==> config.mk <==
export PLATFORM = sky130hd
export DESIGN_NAME = mmio_bus_initiator_flat
export DESIGN_NICKNAME = d
export VERILOG_FILES = /design/src/rtl/mmio_bus_initiator_if.sv /design/src/rtl/mmio_bus_initiator.sv /design/src/flat_wrapper.sv
export SDC_FILE = /design/constraint.sdc
export NUM_CORES = 1
export LEC_CHECK = 0
export BUFFER_PORTS_ARGS = -buffer_cell sky130_fd_sc_hd__clkbuf_2
export CORE_MARGIN = 1.5
export CORE_UTILIZATION = 30
export CTS_CLUSTER_DIAMETER = 120
export CTS_CLUSTER_SIZE = 20
export DETAILED_ROUTE_END_ITERATION = 10
export PLACE_DENSITY_LB_ADDON = 0.25
export SLEW_MARGIN = 20
export SYNTH_ARGS = -nofsm -noshare
export SYNTH_HDL_FRONTEND = slang
export SYNTH_SLANG_ARGS = --single-unit
==> constraint.sdc <==
create_clock -name clk -period 2.6 [get_ports clk]
set_input_delay 0.26 -clock clk [delete_from_list [all_inputs] [get_ports clk]]
set_output_delay 0.26 -clock clk [all_outputs]
set_load 0.02 [all_outputs]
==> src/rtl/mmio_bus_initiator_if.sv <==
// Bus bundle for the MMIO initiator: host command channel, processor-style
// data bus (address/MemRead/MemWrite/data/read-valid) and response stream.
interface mmio_bus_initiator_if #(
    parameter int MAX_BURST = 16
);
    localparam int CW = $clog2(MAX_BURST) + 1;

    // Command channel
    logic          cmd_valid;
    logic          cmd_ready;
    logic          cmd_write;
    logic [31:0]   cmd_addr;
    logic [31:0]   cmd_wdata;
    logic [CW-1:0] cmd_count;

    // Processor-style data bus
    logic [31:0]   address;
    logic          MemRead;
    logic          MemWrite;
    logic [31:0]   io_memory_write;
    logic [31:0]   io_memory_read;
    logic          valid_io_read;

    // Response stream
    logic          rsp_valid;
    logic          rsp_ready;
    logic [31:0]   rsp_data;
    logic          rsp_error;
    logic          rsp_last;

    // Initiator view
    modport master (
        input  cmd_valid, cmd_write, cmd_addr, cmd_wdata, cmd_count,
        output cmd_ready,
        output address, MemRead, MemWrite, io_memory_write,
        input  io_memory_read, valid_io_read,
        output rsp_valid, rsp_data, rsp_error, rsp_last,
        input  rsp_ready
    );

    // Environment view: command source, bus responder, response sink
    modport slave (
        output cmd_valid, cmd_write, cmd_addr, cmd_wdata, cmd_count,
        input  cmd_ready,
        input  address, MemRead, MemWrite, io_memory_write,
        output io_memory_read, valid_io_read,
        input  rsp_valid, rsp_data, rsp_error, rsp_last,
        output rsp_ready
    );
endinterface

==> src/rtl/mmio_bus_initiator.sv <==
// Command-driven second master for the processor data bus. Executes
// single-word or incrementing-burst reads/writes and returns one response
// per read beat (or one per write command) on a valid/ready stream.
module mmio_bus_initiator #(
    parameter int TIMEOUT_CYCLES = 15,
    parameter int MAX_BURST      = 16
) (
    input  logic                 clk,
    input  logic                 rst,
    mmio_bus_initiator_if.master bus
);
    localparam int CW = $clog2(MAX_BURST) + 1;

    typedef enum logic [2:0] {
        S_IDLE,
        S_WRITE,
        S_READ,
        S_RWAIT,
        S_RSP
    } state_t;

    state_t        state, state_nxt;
    logic [31:0]   addr_q;
    logic [31:0]   wdata_q;
    logic [31:0]   rdata_q;
    logic [CW-1:0] remaining_q;
    logic [CW-1:0] count_clamped;
    logic [7:0]    timer_q;
    logic          write_q;
    logic          error_q;
    logic          accept;
    logic          last_beat;
    logic          timed_out;
    logic          more_reads;

    assign accept     = bus.cmd_valid && bus.cmd_ready;
    assign last_beat  = (remaining_q == CW'(1));
    assign timed_out  = (timer_q == 8'(TIMEOUT_CYCLES));
    assign more_reads = !write_q && !last_beat && !error_q;

    // Burst length normalisation: 0 means one beat, oversize clamps.
    always_comb begin
        count_clamped = bus.cmd_count;
        if (bus.cmd_count == '0)
            count_clamped = CW'(1);
        else if (bus.cmd_count > CW'(MAX_BURST))
            count_clamped = CW'(MAX_BURST);
    end

    // State register; async reset drops the bus strobes immediately.
    // NOTE: sequential state uses non-blocking (<=) so every flop samples pre-edge values.
    always_ff @(posedge clk or negedge rst) begin
        if (!rst) state <= S_IDLE;
        else      state <= state_nxt;
    end

    // Next-state decode and Moore outputs.
    always_comb begin
        // NOTE: every output gets a default first so no path can infer a latch.
        state_nxt     = state;
        bus.cmd_ready = 1'b0;
        bus.MemRead   = 1'b0;
        bus.MemWrite  = 1'b0;
        bus.rsp_valid = 1'b0;
        bus.rsp_last  = 1'b0;
        case (state)
            S_IDLE: begin
                // Gated by rst so cmd_ready reads 0 while reset is held.
                bus.cmd_ready = rst;
                if (accept) state_nxt = bus.cmd_write ? S_WRITE : S_READ;
            end
            S_WRITE: begin
                bus.MemWrite = 1'b1;
                if (last_beat) state_nxt = S_RSP;
            end
            S_READ: begin
                bus.MemRead = 1'b1;
                state_nxt   = S_RWAIT;
            end
            S_RWAIT: begin
                if (bus.valid_io_read || timed_out) state_nxt = S_RSP;
            end
            S_RSP: begin
                bus.rsp_valid = 1'b1;
                bus.rsp_last  = last_beat || error_q;
                if (bus.rsp_ready) state_nxt = more_reads ? S_READ : S_IDLE;
            end
            default: state_nxt = S_IDLE;
        endcase
    end

    // Datapath: address/remaining bookkeeping, timeout counter, read capture.
    always_ff @(posedge clk or negedge rst) begin
        if (!rst) begin
            addr_q      <= '0;
            wdata_q     <= '0;
            rdata_q     <= '0;
            remaining_q <= '0;
            timer_q     <= '0;
            write_q     <= 1'b0;
            error_q     <= 1'b0;
        end else begin
            case (state)
                S_IDLE: begin
                    if (accept) begin
                        addr_q      <= bus.cmd_addr & 32'hFFFF_FFFC;
                        wdata_q     <= bus.cmd_wdata;
                        remaining_q <= count_clamped;
                        write_q     <= bus.cmd_write;
                        rdata_q     <= '0;
                        error_q     <= 1'b0;
                    end
                end
                S_WRITE: begin
                    // The final beat leaves remaining at 1 so the response reports last.
                    if (!last_beat) begin
                        addr_q      <= addr_q + 32'd4;
                        remaining_q <= remaining_q - CW'(1);
                    end
                end
                S_READ: timer_q <= '0;
                S_RWAIT: begin
                    // Data takes priority over a timeout in the same cycle.
                    if (bus.valid_io_read) begin
                        rdata_q <= bus.io_memory_read;
                    end else if (timed_out) begin
                        rdata_q <= '0;
                        error_q <= 1'b1;
                    end else begin
                        timer_q <= timer_q + 8'd1;
                    end
                end
                S_RSP: begin
                    if (bus.rsp_ready && more_reads) begin
                        addr_q      <= addr_q + 32'd4;
                        remaining_q <= remaining_q - CW'(1);
                    end
                end
                default: ;
            endcase
        end
    end

    assign bus.address         = addr_q;
    assign bus.io_memory_write = wdata_q;
    assign bus.rsp_data        = rdata_q;
    assign bus.rsp_error       = error_q;
endmodule

==> src/flat_wrapper.sv <==
// flat-port wrapper written by rule: the top's interface ports become plain ports
module mmio_bus_initiator_flat 
#(
    parameter int TIMEOUT_CYCLES = 15,
    parameter int MAX_BURST      = 16
)
  (clk, rst, bus_cmd_valid, bus_cmd_write, bus_cmd_addr, bus_cmd_wdata, bus_cmd_count, bus_cmd_ready, bus_address, bus_MemRead, bus_MemWrite, bus_io_memory_write, bus_io_memory_read, bus_valid_io_read, bus_rsp_valid, bus_rsp_data, bus_rsp_error, bus_rsp_last, bus_rsp_ready);
  mmio_bus_initiator_if #(.MAX_BURST(MAX_BURST)) bus_i ();
  input  logic clk;
  input  logic rst;
  input wire logic [$bits(bus_i.cmd_valid)-1:0] bus_cmd_valid;
  input wire logic [$bits(bus_i.cmd_write)-1:0] bus_cmd_write;
  input wire logic [$bits(bus_i.cmd_addr)-1:0] bus_cmd_addr;
  input wire logic [$bits(bus_i.cmd_wdata)-1:0] bus_cmd_wdata;
  input wire logic [$bits(bus_i.cmd_count)-1:0] bus_cmd_count;
  output wire logic [$bits(bus_i.cmd_ready)-1:0] bus_cmd_ready;
  output wire logic [$bits(bus_i.address)-1:0] bus_address;
  output wire logic [$bits(bus_i.MemRead)-1:0] bus_MemRead;
  output wire logic [$bits(bus_i.MemWrite)-1:0] bus_MemWrite;
  output wire logic [$bits(bus_i.io_memory_write)-1:0] bus_io_memory_write;
  input wire logic [$bits(bus_i.io_memory_read)-1:0] bus_io_memory_read;
  input wire logic [$bits(bus_i.valid_io_read)-1:0] bus_valid_io_read;
  output wire logic [$bits(bus_i.rsp_valid)-1:0] bus_rsp_valid;
  output wire logic [$bits(bus_i.rsp_data)-1:0] bus_rsp_data;
  output wire logic [$bits(bus_i.rsp_error)-1:0] bus_rsp_error;
  output wire logic [$bits(bus_i.rsp_last)-1:0] bus_rsp_last;
  input wire logic [$bits(bus_i.rsp_ready)-1:0] bus_rsp_ready;
  assign bus_i.cmd_valid = bus_cmd_valid;
  assign bus_i.cmd_write = bus_cmd_write;
  assign bus_i.cmd_addr = bus_cmd_addr;
  assign bus_i.cmd_wdata = bus_cmd_wdata;
  assign bus_i.cmd_count = bus_cmd_count;
  assign bus_cmd_ready = bus_i.cmd_ready;
  assign bus_address = bus_i.address;
  assign bus_MemRead = bus_i.MemRead;
  assign bus_MemWrite = bus_i.MemWrite;
  assign bus_io_memory_write = bus_i.io_memory_write;
  assign bus_i.io_memory_read = bus_io_memory_read;
  assign bus_i.valid_io_read = bus_valid_io_read;
  assign bus_rsp_valid = bus_i.rsp_valid;
  assign bus_rsp_data = bus_i.rsp_data;
  assign bus_rsp_error = bus_i.rsp_error;
  assign bus_rsp_last = bus_i.rsp_last;
  assign bus_i.rsp_ready = bus_rsp_ready;
  mmio_bus_initiator #(.TIMEOUT_CYCLES(TIMEOUT_CYCLES), .MAX_BURST(MAX_BURST)) u_core (.clk(clk), .rst(rst), .bus(bus_i));
endmodule
* Yosys cells after proc, flatten, opt, wreduce, memory -nomap -nowiden *
Cells that the tools add are included.

storage, ports and cells
  input bits = 107
  ROM bits = 0
  logic and storage cells = 81
  output and inout bits = 102
  latch bits = 0
  memories = 0
  register bits after elaboration = 114
  bits in writable memories = 0

operators by class
  mux-type cells = 33
  reduce and logical (&&, ||, !) cells = 20
  bitwise gates (word level) = 0
  shift-type cells = 0
  div/mod/pow operators = 0
  $mul = 0
  add/sub/neg operators = 3
  magnitude comparators = 1
  equal/unequal tests = 16

operator list
  kind                     number
  $mux W32                 6
  $pmux W32 S3             1
  $pmux W32 S2             1
  $add A32 B3 Y32 const B  1
  $mux W5                  5
  $mux W8                  2
  $pmux W8 S2              1
  $pmux W3 S5              1
  $pmux W5 S3              1
  $mux W3                  4
  $reduce_and A4 Y1        3
  $ne A2 B1 Y1 const B     5
  $add A8 B1 Y8 const B    1
  $eq A8 B4 Y1 const B     1
  $mux W1                  8
  $ne A2 B2 Y1 const B     4
  $eq A3 B2 Y1 const B     2
  $reduce_and A3 Y1        2
  $eq A5 B1 Y1 const B     1
  $gt A5 B5 Y1 const B     1
  $logic_not A5 Y1         1
  $sub A5 B1 Y5 const B    1
  $logic_and A1 B1 Y1      4
  $mux W2                  2
  other kinds (10)         14

* Depth between registers and ports, before layout *
  word-level depth = 7
  mapped depth = 8

* Worst setup path after synthesis *
No wires, ideal clock.

  path kind = register to register
  start point = register u_core.state[0]
  end point = register u_core.addr_q[17], in the netlist u_core.bus.address[17]
  setup time = 121 ps
  buffers on the path = 2
  required time = 2479 ps
  stages on the path, launching flop included = 8
  slack = 714 ps
  arrival time = 1765 ps
  period minus slack after synthesis = 1886 ps
  path through = dfrtp_1 buf_2 nor4b_4 nand2_2 o31ai_2 buf_2 o21ai_0 a22o_1

between the ends
  longest elaborated chain between the ends = 5
  elaborated cells on any way between the ends = 11
  those cells by class = eq/ne (5); mux (2); reduce/logical (4)

ends and longest elaborated chain
  item                                line                       RTL
  start: declaration                  mmio_bus_initiator.sv:22   state_t state, state_nxt;
  start signal: assignment            mmio_bus_initiator.sv:54   else state <= state_nxt;
  $logic_not A3 Y1                    mmio_bus_initiator.sv:66   case (state)
  $mux W1                             mmio_bus_initiator.sv:66
  via bus_cmd_ready                   flat_wrapper.sv:16         output wire logic [$bits(bus_i.cmd_ready)-1:0] bus_cmd_ready;
  $logic_and A1 B1 Y1                 mmio_bus_initiator.sv:36   assign accept = bus.cmd_valid && bus.cmd_ready;
  $ne A2 B1 Y1 (no source line)       -
  $reduce_and A4 Y1 (no source line)  -
  end signal: assignment              mmio_bus_initiator.sv:106  addr_q <= bus.cmd_addr & 32'hFFFF_FFFC;
  end signal: assignment              mmio_bus_initiator.sv:117  addr_q <= addr_q + 32'd4;
  end signal: assignment              mmio_bus_initiator.sv:135  addr_q <= addr_q + 32'd4;
  end: declaration                    mmio_bus_initiator.sv:23   logic [31:0] addr_q;

The timed path passes the listed nets, and every way through them passes these cells.
A chain may end at the register's enable or synchronous reset.

* Worst setup path in the final report *
  start point = register u_core.timer_q[4]
  end point = register u_core.rdata_q[28], in the netlist u_core.bus.rsp_data[28]

between the ends
  longest elaborated chain between the ends = 3

ends and longest elaborated chain
  item                                line                       RTL
  start: declaration                  mmio_bus_initiator.sv:28   logic [7:0] timer_q;
  start signal: assignment            mmio_bus_initiator.sv:130  timer_q <= timer_q + 8'd1;
  $eq A8 B4 Y1                        mmio_bus_initiator.sv:38   assign timed_out = (timer_q == 8'(TIMEOUT_CYCLES));
  $ne A3 B2 Y1 (no source line)       -
  $reduce_and A3 Y1 (no source line)  -
  end signal: assignment              mmio_bus_initiator.sv:125  rdata_q <= bus.io_memory_read;
  end: declaration                    mmio_bus_initiator.sv:25   logic [31:0] rdata_q;

Every way passes these cells.

==> key figures <==
Finish
  – # nets final: 805
  – Sequential Area: 2803 sq um
  – Commonest cells after routing, fill and taps aside: clkbuf_2, dfrtp_1, a21oi_1
  – Most common cell after layout, fill and taps aside: clkbuf_2
  – Fraction of layout cells with a size suffix above 1: 41.98%
  – Diodes inserted: 0
  – Fillers: approximately 1,800
  – Synthesis-to-finish area growth: 28.50%
  – Multi-input gate area: around 2400 sq um

Clock network
  – Clk_lat worst skew: 350 ps
  – H-tree lvl count: 3
  – Bufs on Longest Clock Path: 2
  – Setup bufs post-CTS: 0
  – Clock-pin slew on the worst setup and hold paths: 80 ps
  – Post-cts sizing count: 0
  – Root buf cell: clkbuf_16
  – CTS tree: yes
  – Clock Sinks: approximately 110
  – # hold bufs at CTS: 0
  – TritonCTS buffer count: 9

Setup path
  – Worst Setup EP: u_core.bus.rsp_data[28]
  – Worst path arrival time: about 2500 ps
  – Max FO, Critical Path: 32
  – Reg2reg start: u_core.timer_q[4]
  – Crit path kind: reg -> reg
  – Worst path required time: approximately 2800 ps
  – Worst Setup SP: u_core.timer_q[4]
  – Worst setup SP type: flop
  – R2r worst-path depth: 4
  – Flop-to-flop setup slack: 390 ps
  – Critical Path End Type: flop
  – Reg-to-Reg End: u_core.bus.rsp_data[28]

Route
  – Initial DRT Pass Iterations: 4
  – DR WL/cell: 15.66 um
  – Total wire length: about 15,000 um
  – Vias per std cell: between 5 and 6
  – Iter 0 DRT Violations: around 230
  – Vias: between 4,000 and 5,000
  – Drt drc: 0
  – Detail Route Antenna Nets: 0

Power
  – Worst vdd ir: 0.0005399 V
  – Sw frac: between 40% and 50%
  – Total chip power: roughly 0.0096 W
  – Gate power share: between 50 and 60%
  – Seq pwr share: between 30% and 40%
  – Clk pwr share: between 10% and 20%
  – Pint: 0.005198 W
  – Cell area power density: between 1000 and 1500 nW/um^2
  – P_sw: approximately 0.0044 W
  – Leak pwr: 3.373 nW

Global routing
  – Grt met3 use: 4.157%
  – Global route overflow: 0
  – First-pass GRT wire length: ~23,000 um
  – Vias in the first global route: around 4,400
  – Initial antenna violation count: 0
  – Most used routing layer: met2
  – GR Layer Usage met1: between 20% and 30%
  – Pin count of the biggest net entering global routing: roughly 70
  – Met2 Use GR: 23.56%
  – Total Routing Usage GR: 15.10%

Yosys
  – Sequential area share after synthesis: 51.44%
  – Average size of a mapped cell: between 10 and 15 sq um
  – Post-synth EDFFs: 0
  – Leading area contributor after synthesis: dfrtp_1
  – Yosys reg bits: 112
  – Warnings, synthesis: 0
  – Post-Syn Area: around 5400 sq um
  – Dominant cells by area after synthesis: dfrtp_1, mux2_2, a22o_1
  – Share of the synthesized area in the top cell type: between 50 and 60%
  – Number of library cell types mapped by synthesis: between 60 and 70
  – Main synth FF type: dfrtp_1
  – Post-Syn Instances: a little under 500
  – Ys async rst share: 100.0%

Floorplan
  – Num ports: ~210
  – Area of the core: between 15,000 and 20,000 sq um
  – Standard-cell rows: 49
  – DIE AREA: 18,980 sq um
  – Die Ht: approximately 140 um
  – Initial core utilization: just over 30%
  – Die width: 137.8 um

Placement
  – IO buf count: 204
  – Post-DP HPWL: around 11,000 um
  – Final Wtd Congestion: between 0.8 and 0.9

Timing
  – Unrepaired setup endpoints after global routing: false
  – Setup violations, final: 0
  – Fmax: between 0.4 and 0.5 GHz
  – Crit share post-route: about 85%
  – Setup TNS: 0 ps
  – Worst Skew: a little over 8 ps
  – Min Tclk post-route: 2214 ps
  – Worst-Margin Slew: about 930 ps
  – Max-slew headroom: a little under two fifths
  – Final hold violation count: 0
  – Fin. max-slew vios: 0

Run status
  – Outcome: finished, final reports clean

Flow run
  – Max Cap Viol: 0

Hold path
  – Worst hold path class: in -> async
[power groups by stage]
stage	clock network (W)	logic, W	registers (W)
floorplan	0	0.00274	0.00396
detailed placement	0	0.00508	0.00321
CTS	0.00139	0.00509	0.00319
global route	0.00147	0.00552	0.00331
global placement	0	0.00500	0.00318
finish	0.00135	0.00504	0.00319
[area by class of cell]
type	instances	area share, %
multi-input combinational	335	34.61
tap	229	4.092
timing repair buffer	221	16.44
inverter	15	0.8041
sequential	112	40.03
clock inverter	5	0.6076
clock buffer	10	3.413
[registers in the layout (all words and copies together), names as in the netlist]
register and count:
u_core.write_q 1, u_core.bus.rsp_data 32, u_core.bus.rsp_error 1, u_core.timer_q 8, u_core.remaining_q 5, u_core.bus.io_memory_write 32
u_core.bus.address 30, u_core.state 3
[logic make-up after synthesis]
family | after synthesis | synth area share (%)
buf+inv | 47 | 4.546
other cells | 1 | 0.06882
xor+xnor | 6 | 0.9644
flops | 112 | 51.44
fa+ha+maj | 4 | 0.9185
simple gates | 127 | 13.64
mux | 35 | 7.210
compound gates | 161 | 21.22
[stage by stage]
step | cell area, sq um | setup slack, ps | hold slack [ps] | util (%) | cells
after detailed placement | 6720 | 372.3 | 445.4 | 37.54 | 912
final | 7002 | 386.1 | 49.12 | 39.11 | 927
after global routing | 7002 | 241.6 | 87.44 | 39.11 | 927
after floorplan | 5453 | 714.4 | -35.59 | - | 494
after global placement | 6720 | 418.0 | 430.7 | 37.54 | 912
after CTS | 7002 | 363.7 | 60.63 | 39.11 | 927
[cell usage after synthesis (4+ instances only)]
master	count
o2bb2a_1	4
nor2_1	35
a2bb2oi_1	7
o22ai_1	13
inv_1	15
buf_6	5
dfrtp_1	112
buf_2	15
nand2_1	30
a31oi_1	5
o21ai_0	26
clkbuf_1	7
nand4_1	6
mux2_2	34
buf_4	4
nand3_1	16
nor3_1	8
xnor2_1	6
and3_1	5
a22o_1	34
a21oi_1	39
ha_1	4
[worst max-delay path, stage by stage (launching register included)]
cell and delay [ps]:
dfrtp_1 420, or4_4 560, o2111ai_4 400, nand3b_4 390
a22o_1 300
[worst min path at each step]
stage / cells past startpoint / slack, ps / start / end
floorplan: 0 / -40 / rst / u_core.bus.address[10]
global placement: 2 / 430 / rst / u_core.state[2]
detailed placement: 2 / 450 / rst / u_core.state[2]
CTS: 2 / 60 / rst / u_core.state[0]
global route: 2 / 90 / rst / u_core.state[0]
finish: 2 / 50 / rst / u_core.state[2]
[per-layer routing]
| metal | routed length [um] | vias up | share of wire, % |
|---|---|---|---|
| met5 | 0 | - | 0 |
| met1 | 6617 | 2283 | 46 |
| met4 | 155 | 0 | 1.1 |
| li1 | - | 2228 | - |
| met3 | 1131 | 12 | 7.8 |
| met2 | 6611 | 175 | 46 |
Power figures use the tool's default switching activity.
